**src/rtl/ati_uart_tx.sv**
```systemverilog
// Byte FIFO feeding a UART transmitter: start bit, 8 data bits LSB first, optional even parity, 1 or 2 stop bits.
// Latency: a byte pushed at edge N is popped at edge N+1 if the line is idle; tx falls after that pop edge.
// Backpressure: device_available drops while the FIFO is full; strobes while full are dropped and set sticky overflow.
module ati_uart_tx #(
  parameter int FIFO_DEPTH = 16,
  parameter int CLK_DIV    = 434,
  parameter int PARITY_EN  = 0,
  parameter int STOP_BITS  = 1,
  parameter int CNT_WIDTH  = $clog2(FIFO_DEPTH) + 1
) (
  input  logic                 clk,
  input  logic                 rst_n,
  input  logic [7:0]           device_data_in,
  input  logic                 device_wr_ins,
  output logic                 device_available,
  output logic                 device_idle,
  output logic                 tx,
  output logic [CNT_WIDTH-1:0] fifo_count,
  output logic                 overflow
);

  localparam int AW = CNT_WIDTH - 1;
  localparam int BW = $clog2(CLK_DIV);
  localparam logic [BW-1:0]        BAUD_LAST = BW'(CLK_DIV - 1);
  localparam logic [BW-1:0]        BAUD_ONE  = BW'(1);
  localparam logic [CNT_WIDTH-1:0] PTR_ONE   = CNT_WIDTH'(1);
  // Index of the final stop bit; the stop counter only ever reaches 1 with two stop bits.
  localparam logic                 STOP_LAST = (STOP_BITS == 2);

  typedef enum logic [2:0] {
    S_IDLE,
    S_START,
    S_DATA,
    S_PARITY,
    S_STOP
  } state_e;

  logic [7:0]           mem_q [FIFO_DEPTH];
  logic [CNT_WIDTH-1:0] wr_ptr_q, rd_ptr_q;
  state_e               state_q, state_d;
  logic [BW-1:0]        baud_q, baud_d;
  logic [2:0]           bit_idx_q, bit_idx_d;
  logic                 stop_idx_q, stop_idx_d;
  logic [7:0]           shift_q, shift_d;
  logic                 par_q, par_d;
  logic                 tx_q, tx_d;
  logic                 overflow_q, overflow_d;

  logic                 full, empty, push, pop, bit_end;
  logic [7:0]           head;

  assign full  = (wr_ptr_q[AW] != rd_ptr_q[AW]) && (wr_ptr_q[AW-1:0] == rd_ptr_q[AW-1:0]);
  assign empty = (wr_ptr_q == rd_ptr_q);
  // Push is judged on the pre-edge full flag, so a same-edge pop cannot make room for it.
  assign push    = device_wr_ins & ~full;
  assign head    = mem_q[rd_ptr_q[AW-1:0]];
  assign bit_end = (baud_q == '0);

  assign device_available = ~full;
  assign device_idle      = empty & (state_q == S_IDLE);
  assign tx               = tx_q;
  assign fifo_count       = wr_ptr_q - rd_ptr_q;
  assign overflow         = overflow_q;

  // Serializer next-state: every bit lasts CLK_DIV cycles, the last stop bit may chain straight into a new start bit.
  always_comb begin
    state_d    = state_q;
    baud_d     = baud_q;
    bit_idx_d  = bit_idx_q;
    stop_idx_d = stop_idx_q;
    shift_d    = shift_q;
    par_d      = par_q;
    tx_d       = tx_q;
    pop        = 1'b0;
    overflow_d = overflow_q | (device_wr_ins & full);

    if (state_q != S_IDLE) begin
      baud_d = bit_end ? BAUD_LAST : (baud_q - BAUD_ONE);
    end

    case (state_q)
      S_IDLE: begin
        if (!empty) begin
          pop     = 1'b1;
          shift_d = head;
          par_d   = ^head;
          state_d = S_START;
          tx_d    = 1'b0;
          baud_d  = BAUD_LAST;
        end
      end
      S_START: begin
        if (bit_end) begin
          state_d   = S_DATA;
          bit_idx_d = 3'd0;
          tx_d      = shift_q[0];
        end
      end
      S_DATA: begin
        if (bit_end) begin
          if (bit_idx_q == 3'd7) begin
            if (PARITY_EN != 0) begin
              state_d = S_PARITY;
              tx_d    = par_q;
            end else begin
              state_d    = S_STOP;
              stop_idx_d = 1'b0;
              tx_d       = 1'b1;
            end
          end else begin
            bit_idx_d = bit_idx_q + 3'd1;
            shift_d   = {1'b0, shift_q[7:1]};
            tx_d      = shift_q[1];
          end
        end
      end
      S_PARITY: begin
        if (bit_end) begin
          state_d    = S_STOP;
          stop_idx_d = 1'b0;
          tx_d       = 1'b1;
        end
      end
      S_STOP: begin
        if (bit_end) begin
          if (stop_idx_q == STOP_LAST) begin
            if (!empty) begin
              pop     = 1'b1;
              shift_d = head;
              par_d   = ^head;
              state_d = S_START;
              tx_d    = 1'b0;
            end else begin
              state_d = S_IDLE;
              tx_d    = 1'b1;
              baud_d  = '0;
            end
          end else begin
            stop_idx_d = 1'b1;
          end
        end
      end
      default: begin
        state_d = S_IDLE;
        tx_d    = 1'b1;
        baud_d  = '0;
      end
    endcase
  end

  // State registers; reset aborts any frame and flushes the FIFO by zeroing both pointers.
  always_ff @(posedge clk) begin
    if (!rst_n) begin
      wr_ptr_q   <= '0;
      rd_ptr_q   <= '0;
      state_q    <= S_IDLE;
      baud_q     <= '0;
      bit_idx_q  <= 3'd0;
      stop_idx_q <= 1'b0;
      shift_q    <= 8'h00;
      par_q      <= 1'b0;
      tx_q       <= 1'b1;
      overflow_q <= 1'b0;
    end else begin
      if (push) wr_ptr_q <= wr_ptr_q + PTR_ONE;
      if (pop)  rd_ptr_q <= rd_ptr_q + PTR_ONE;
      state_q    <= state_d;
      baud_q     <= baud_d;
      bit_idx_q  <= bit_idx_d;
      stop_idx_q <= stop_idx_d;
      shift_q    <= shift_d;
      par_q      <= par_d;
      tx_q       <= tx_d;
      overflow_q <= overflow_d;
    end
  end

  // FIFO storage; contents need no reset since the pointers define validity.
  always_ff @(posedge clk) begin
    if (push) mem_q[wr_ptr_q[AW-1:0]] <= device_data_in;
  end

endmodule

```
**config.mk**
```make
export PLATFORM = sky130hd
export DESIGN_NAME = ati_uart_tx
export DESIGN_NICKNAME = d
export VERILOG_FILES = /design/src/rtl/ati_uart_tx.sv
export SDC_FILE = /design/constraint.sdc
export NUM_CORES = 1
export LEC_CHECK = 0
export BUFFER_PORTS_ARGS = -buffer_cell sky130_fd_sc_hd__buf_2
export CORE_MARGIN = 4
export CORE_UTILIZATION = 45
export CTS_CLUSTER_SIZE = 8
export DETAILED_ROUTE_END_ITERATION = 10
export GPL_TIMING_DRIVEN = 0
export PLACE_DENSITY_LB_ADDON = 0.12
export SLEW_MARGIN = 20
export SYNTH_ARGS = -nofsm -noshare
export SYNTH_HDL_FRONTEND = slang
export SYNTH_SLANG_ARGS = --single-unit
```
**constraint.sdc**
```tcl
create_clock -name clk -period 4.92 [get_ports clk]
set_input_delay 0.246 -clock clk [delete_from_list [all_inputs] [get_ports clk]]
set_output_delay 0.246 -clock clk [all_outputs]
set_load 0.005 [all_outputs]
```
==> flow_metrics.py, run 1 <==
metrics = {
    "status": {
        "outcome": "finished clean",
    },
    "grt": {
        "grt-ovfl-total": 0,
        "antenna_found_initial": 0,
        "grt_start_max_net_pins": 17,
        "grt_pass1_vias": 4033,
        "grt_pass1_wl_um": 23700,
        "track_usage_pct": 18.0,
    },
    "synthesis": {
        "yosys_warnings": 0,
        "synth_cell_types": 59,
        "synth_ff_type": "edfxtp_1",
        "synth.area.top_cells": "edfxtp_1 55%, dfxtp_1 11%, mux4_2 8.6%",
        "syn_area_mm2": 0.00704,
        "yosysTopAreaCellShare_pct": 54.6,
        "yosys.area.top_type": "edfxtp_1",
        "syn_inst": 483,
        "syn_nets": 508,
        "synth-seq-area-share_pct": 65.7,
        "synthArstFlopShare_pct": 0,
        "syn_avg_cell_area_um2": 14.6,
        "ys_ff_latch": 167,
        "synth_edf_count": 128,
    },
    "critical_path": {
        "critical_path.cell_chain": "inv_1 > ha_1 > and4_1 > a21boi_1 > nand2_1 > nor2_1",
        "critical_path_class": "register to register",
        "cp.required_ns": 4.97,
        "critical-path-max-stage-delay_ns": 0.85,
        "critPathLaunchType": "register",
        "arrival_ns": 3.25,
        "cp_slowest_cell": "nor2_1",
        "crit_fanout": 8,
        "cp-end-kind": "register",
    },
    "finish": {
        "layout.nets": 547,
        "num_antenna_cells": 0,
        "syn_to_final_growth_pct": 14.2,
        "final_area_mm2": 0.00804,
        "layout-drive-gt1-share_pct": 19.4,
    },
    "timing": {
        "finClkSkew_ns": 0.00625,
        "hold_viol": 0,
        "slew_headroom_pct": 32.3,
        "maxSlewViolCount": 0,
        "timing.final.ws_setup_ns": 1.73,
        "setup_viol_count_final": 0,
        "max_freq_ghz": 0.313,
        "rsz0062_at_grt": "false",
        "min_period_over_period_pct": 64.9,
        "tns_ns": 0,
        "hold_ws_ns": 0.0755,
        "fin_crit_ns": 3.19,
        "worst_pin_slew_ns": 1.01,
    },
    "floorplan": {
        "initial_core_util_pct": 46.1,
        "die_h_um": 133,
        "num_io_pins": 20,
        "die_area_mm2": 0.0177,
        "die_x_um": 133,
        "rows": 45,
        "core_mm2": 0.0153,
    },
    "pwr": {
        "vdd_drop_max_uv": 263,
        "p_per_area_mw_per_mm2": 509,
        "p_total_w": 0.00409,
        "p_leak_nw": 2.70,
    },
    "routing": {
        "dr_total_vias": 4095,
        "routed_wl_um": 15100,
        "drt_iter0_drc": 268,
        "vias_per_cell": 5.49,
        "drc": 0,
        "wl_per_cell_um": 20.2,
        "detail-route-antenna-nets": 0,
        "drt_pass1_iterations": 4,
    },
    "cts": {
        "tritoncts": "built",
        "clk_pin_slew_ns": 0.07,
        "h-tree-depth": 4,
        "clk_latency_ns": 0.43,
        "cts.sinks": 167,
        "postCtsSetupBuffers": 0,
        "holdBufCountCts": 0,
        "cts_resized": 0,
        "cts_made_buffers": 17,
        "cts_root_buffer": "clkbuf_16",
        "clock_path_buffers": 2,
    },
    "placement": {
        "dpl-instance-area_mm2": 0.00743,
        "dp_hpwl_um": 10300,
        "port-buffer-count": 18,
        "gp_congestion": 0.852,
        "dp_slack_ns": 1.70,
    },
    "run": {
        "maxCapViolCount": 0,
    },
    "min_path": {
        "hold_path.class": "primary input to register",
    },
}
-- cells in the final DEF, fill, tap and decap left out, drive strengths merged, types with 4 or more instances in the layout --
master / instances
a21oi: 15
nand2b: 6
buf: 30
clkinv: 4
inv: 25
nand2: 25
o21ai: 13
clkbuf: 32
nand4: 6
ha: 13
edfxtp: 128
o21a: 6
xor2: 7
nor2b: 7
mux2i: 6
mux2: 8
mux4: 27
a22oi: 4
xnor2: 10
nor3: 13
nor2: 47
or3: 5
dfxtp: 39
nand3: 8
o221ai: 4
-- area by class of cell --
| type | count | area, um2 |
|---|---|---|
| buffer | 25 | 118 |
| clock buffer | 17 | 425 |
| timing repair buffer | 20 | 105 |
| tap | 211 | 264 |
| multi-input combinational | 274 | 2250 |
| fill | 1273 | 7220 |
| sequential | 167 | 4620 |
| inverter | 17 | 63.8 |
| clock inverter | 15 | 188 |
-- worst paths after layout --
path,start,to,slack [ns],depth (start not counted)
setup / recovery,wr_ptr_q[0],mem_q[7][7],1.73,6
hold / removal,device_wr_ins,overflow,0.08,3
setup reg to reg,wr_ptr_q[0],mem_q[7][7],1.73,6
hold reg to reg,overflow,overflow,0.47,2
-- Yosys cell counts, drive strengths merged (4+ instances only) --
master    n
a21oi    15
a22oi     4
buf      10
clkbuf   15
dfxtp    39
edfxtp  128
ha       13
inv      17
mux2      8
mux2i     6
mux4     27
nand2    25
nand2b    6
nand3     8
nand4     6
nor2     47
nor2b     7
nor3     13
o21a      6
o21ai    13
o221ai    4
or3       5
xnor2    10
xor2      7
-- sequential cells by signal, summed over array words and instances (netlist names), named ones only --
signal,flops
mem_q,128
baud_q,9
shift_q,8
rd_ptr_q,5
wr_ptr_q,5
bit_idx_q,3
state_q,3
overflow,1
tx,1
-- cells by family (layout without fill, tap and decap cells) --
logic type                 Yosys count  count (layout)  synth area share (%)
AOI/OAI and AO/OA                   70              70                  7.18
xor gates and xnor gates            17              17                  2.12
adders and majority gates           14              14                  2.60
buffers and inverters               42              94                  2.58
DFF                                167             167                  65.7
muxes                               41              41                  10.8
and+or+nand+nor                    132             132                  9.05
-- per-stage QoR --
step / instances / utilization [%]
detailed placement: 714 / 48.7
global placement: 712 / 48.4
floorplan: 483 / -
CTS: 746 / 52.7
global route: 746 / 52.7
finish: 746 / 52.7
-- per-layer routing --
metal  wire length (um)  part of all wire [%]  track usage, %
met1               6930                    46            24.5
met2               7400                    49            28.2
met3                517                   3.4            4.94
met4                240                   1.6            5.54
met5                  0                     0               0
-- critical path: cells and delay by family, from the launching register on --
family / cells / cell delay (ns)
adders and majority gates: 1 / 0.34
buffers and inverters: 1 / 0.11
and+or+nand+nor: 3 / 1.40
DFF: 1 / 0.42
AOI/OAI and AO/OA: 1 / 0.53
-- power by group --
group,switching [W],internal (W)
clock,0.000577,0.000812
combinational,0.000573,0.000452
sequential,0.0000685,0.00161
total,0.00122,0.00288
(Power assumes the default switching activity.)
==> inputs of run 2 (changes only) <==
--- a/config.mk
+++ b/config.mk
@@ -5,6 +5,7 @@
 export SDC_FILE = /design/constraint.sdc
 export NUM_CORES = 1
 export LEC_CHECK = 0
+export ABC_AREA = 1
 export BUFFER_PORTS_ARGS = -buffer_cell sky130_fd_sc_hd__buf_2
 export CORE_MARGIN = 4
 export CORE_UTILIZATION = 45
==> constraint.sdc (replaced) <==
create_clock -name clk -period 2.8 [get_ports clk]
set_input_delay 0.14 -clock clk [delete_from_list [all_inputs] [get_ports clk]]
set_output_delay 0.14 -clock clk [all_outputs]
set_load 0.005 [all_outputs]
==> run 2 against run 1 <==
Net effect: worst hold slack improved by 0.047 ns; synthesized area increased by 7.5%; flip-flop and latch count unchanged; register-to-register slack got worse by 1.6 ns; non-clock buffer count increased by 5; clock skew increased by 0.0026 ns; critical endpoint is now mem_q[12][7]; largest cell class unchanged; highest routed layer unchanged.
==> flow_metrics.py, run 2 <==
metrics = {
    "grt": {
        "track_usage_pct": 20.8,
        "grt_pass1_wl_um": 28900,
        "antenna_found_initial": 0,
        "grt-ovfl-total": 0,
        "grt_pass1_vias": 5288,
        "grt_start_max_net_pins": 17,
    },
    "synthesis": {
        "synth_cell_types": 34,
        "syn_area_mm2": 0.00756,
        "yosys-top-cells-count": "235 x nand2_1, 128 x edfxtp_1, 94 x inv_1",
        "synthArstFlopShare_pct": 0,
        "yosysMostFrequentCell": "nand2_1",
        "yosys_warnings": 0,
        "synth-seq-area-share_pct": 61.1,
        "syn_nets": 831,
        "synthSimpleGateAreaFrac_pct": 24.0,
        "synthMuxAreaShare_pct": 0,
        "ys_ff_latch": 167,
        "synth_top_family_by_area": "simple AND/OR/NAND/NOR gates",
        "synthAdderAreaFrac_pct": 2.42,
        "yosys.area.top_type": "edfxtp_1",
        "syn_avg_cell_area_um2": 9.38,
        "synth_edf_count": 128,
        "synth_compound_area_share_pct": 4.83,
        "synth-xor-area-share_pct": 0.811,
        "syn_inst": 806,
        "yosysTopAreaCellShare_pct": 50.8,
        "synth.area.top_cells": "edfxtp_1 51%, nand2_1 12%, dfxtp_1 10%",
        "synth_ff_type": "edfxtp_1",
    },
    "routing": {
        "dr_total_vias": 5513,
        "drc": 0,
        "drt_iter0_drc": 627,
        "vias_per_cell": 5.11,
        "wl_per_cell_um": 17.0,
        "routed_wl_um": 18300,
        "drt_pass1_iterations": 5,
        "detail-route-antenna-nets": 0,
    },
    "cts": {
        "cts_made_buffers": 17,
        "tritoncts": "built",
        "cts.sinks": 167,
        "clk_pin_slew_ns": 0.06,
        "h-tree-depth": 4,
        "clock_path_buffers": 2,
        "clk_latency_ns": 0.43,
        "cts_root_buffer": "clkbuf_16",
    },
    "pwr": {
        "p_int_w": 0.00521,
        "p_leak_nw": 3.51,
        "switchingPower_w": 0.00329,
        "p_seq_share_pct": 35.4,
        "swShare_pct": 38.7,
        "vdd_drop_max_uv": 450,
        "clockPowerShare_pct": 27.2,
        "p_per_area_mw_per_mm2": 994,
        "combPwrFrac_pct": 37.4,
    },
    "finish": {
        "instances_no_fill": 1079,
        "largest_reg_flops": 128,
        "syn_to_final_growth_pct": 13.1,
        "final_cell_mix": "235 x nand2_1, 128 x edfxtp_1, 94 x inv_1",
        "final_common_cell": "nand2_1",
        "num_antenna_cells": 0,
        "final_area_mm2": 0.00855,
        "nFillCells": 1517,
        "layout-drive-gt1-share_pct": 11.5,
        "layout.nets": 871,
    },
    "critical_path": {
        "critical_path.cell_chain": "inv_1 > ha_1 > nand2_1 > nor2_4 > nand2_1 > nand2_1 > inv_1 > nand2_1 > nor2_1",
        "critical_path_class": "register to register",
        "critical-path-max-stage-delay_ns": 0.69,
        "cpMostUsedCell": "nand2_1",
        "crit_fanout": 8,
        "cp.required_ns": 2.86,
        "cp_slowest_cell": "nor2_1",
        "arrival_ns": 2.74,
        "crit_buf_inv": 2,
        "critPathLaunchType": "register",
        "cp-end-kind": "register",
        "crit_family": "simple AND/OR/NAND/NOR gates",
    },
    "timing": {
        "timing.final.ws_setup_ns": 0.114,
        "hold_viol": 0,
        "worst_pin_slew_ns": 0.851,
        "slew_headroom_pct": 43.0,
        "max_freq_ghz": 0.372,
        "setup_viol_count_final": 0,
        "fin_crit_ns": 2.69,
        "rsz0062_at_grt": "true",
        "maxSlewViolCount": 0,
        "min_period_over_period_pct": 95.9,
        "hold_ws_ns": 0.122,
        "finClkSkew_ns": 0.00888,
    },
    "placement": {
        "dp_hpwl_um": 12700,
        "dp_slack_ns": 0.0902,
        "dp_cells": 1045,
        "gp_congestion": 0.946,
        "dpl-instance-area_mm2": 0.00793,
        "port-buffer-count": 19,
    },
    "floorplan": {
        "core_mm2": 0.0165,
        "rows": 47,
        "die_h_um": 138,
        "die_area_mm2": 0.0189,
        "die_x_um": 138,
        "initial_core_util_pct": 45.8,
        "num_io_pins": 20,
    },
    "min_path": {
        "hold_path.class": "primary input to register",
    },
    "run": {
        "maxCapViolCount": 0,
    },
    "status": {
        "outcome": "finished clean",
    },
}
## run 2: power groups by stage
stage / logic (W) / clock network, W / registers (W)
after CTS: 0.00319 / 0.00233 / 0.00301
after global placement: 0.00311 / 0 / 0.00306
after floorplan: 0.00228 / 0 / 0.00303
after global routing: 0.00358 / 0.00244 / 0.00304
after detailed placement: 0.00317 / 0 / 0.00306
final: 0.00318 / 0.00231 / 0.00301
## run 2: area by class of cell
cell class,instances,area (um2),area share (%)
multi-input combinational,509,2440,28.6
sequential,167,4620,54.1
clock buffer,18,429,5.02
tap,220,275,3.22
clock inverter,14,150,1.76
timing repair buffer,21,115,1.35
inverter,101,379,4.43
buffer,29,136,1.59
## run 2: what timing repair did
item / CTS / global route
hold buffers: 2 / 0
endpoints found under the hold margin: 2 / 0
buffers inserted: 0 / 0
setup endpoints to repair: 0 / 64
resized for setup: 0 / 8
## run 2: stage by stage
step	setup TNS, ns	power, W	utilization (%)
after global routing	-0.987	0.00906	51.8
after detailed placement	0	0.00624	48.0
after CTS	0	0.00854	51.6
after global placement	0	0.00617	48.0
after floorplan	0	0.00531	-
final	0	0.00850	51.8
## run 2: worst paths after layout
kind                                         from      endpoint  slack (ns)  cells past startpoint
worst max-delay path                  wr_ptr_q[0]  mem_q[12][7]        0.11                      9
worst min-delay path            device_data_in[0]  mem_q[11][0]        0.12                      1
worst max register to register        wr_ptr_q[0]  mem_q[12][7]        0.11                      9
worst min register to register           overflow      overflow        0.45                      2
## run 2: cell families after synthesis
group,Yosys count
XOR/XNOR,7
flip-flops,167
AO/OA/AOI/OAI,67
adder cells (fa/ha/maj),14
AND/OR/NAND/NOR,421
buffers and inverters,130
## run 2: per-layer routing
layer  GRT usage (%)  part of all wire, %
met4            7.87                  2.2
met2            32.9                   47
met1            28.5                   45
met5               0                    0
met3            3.80                  5.9
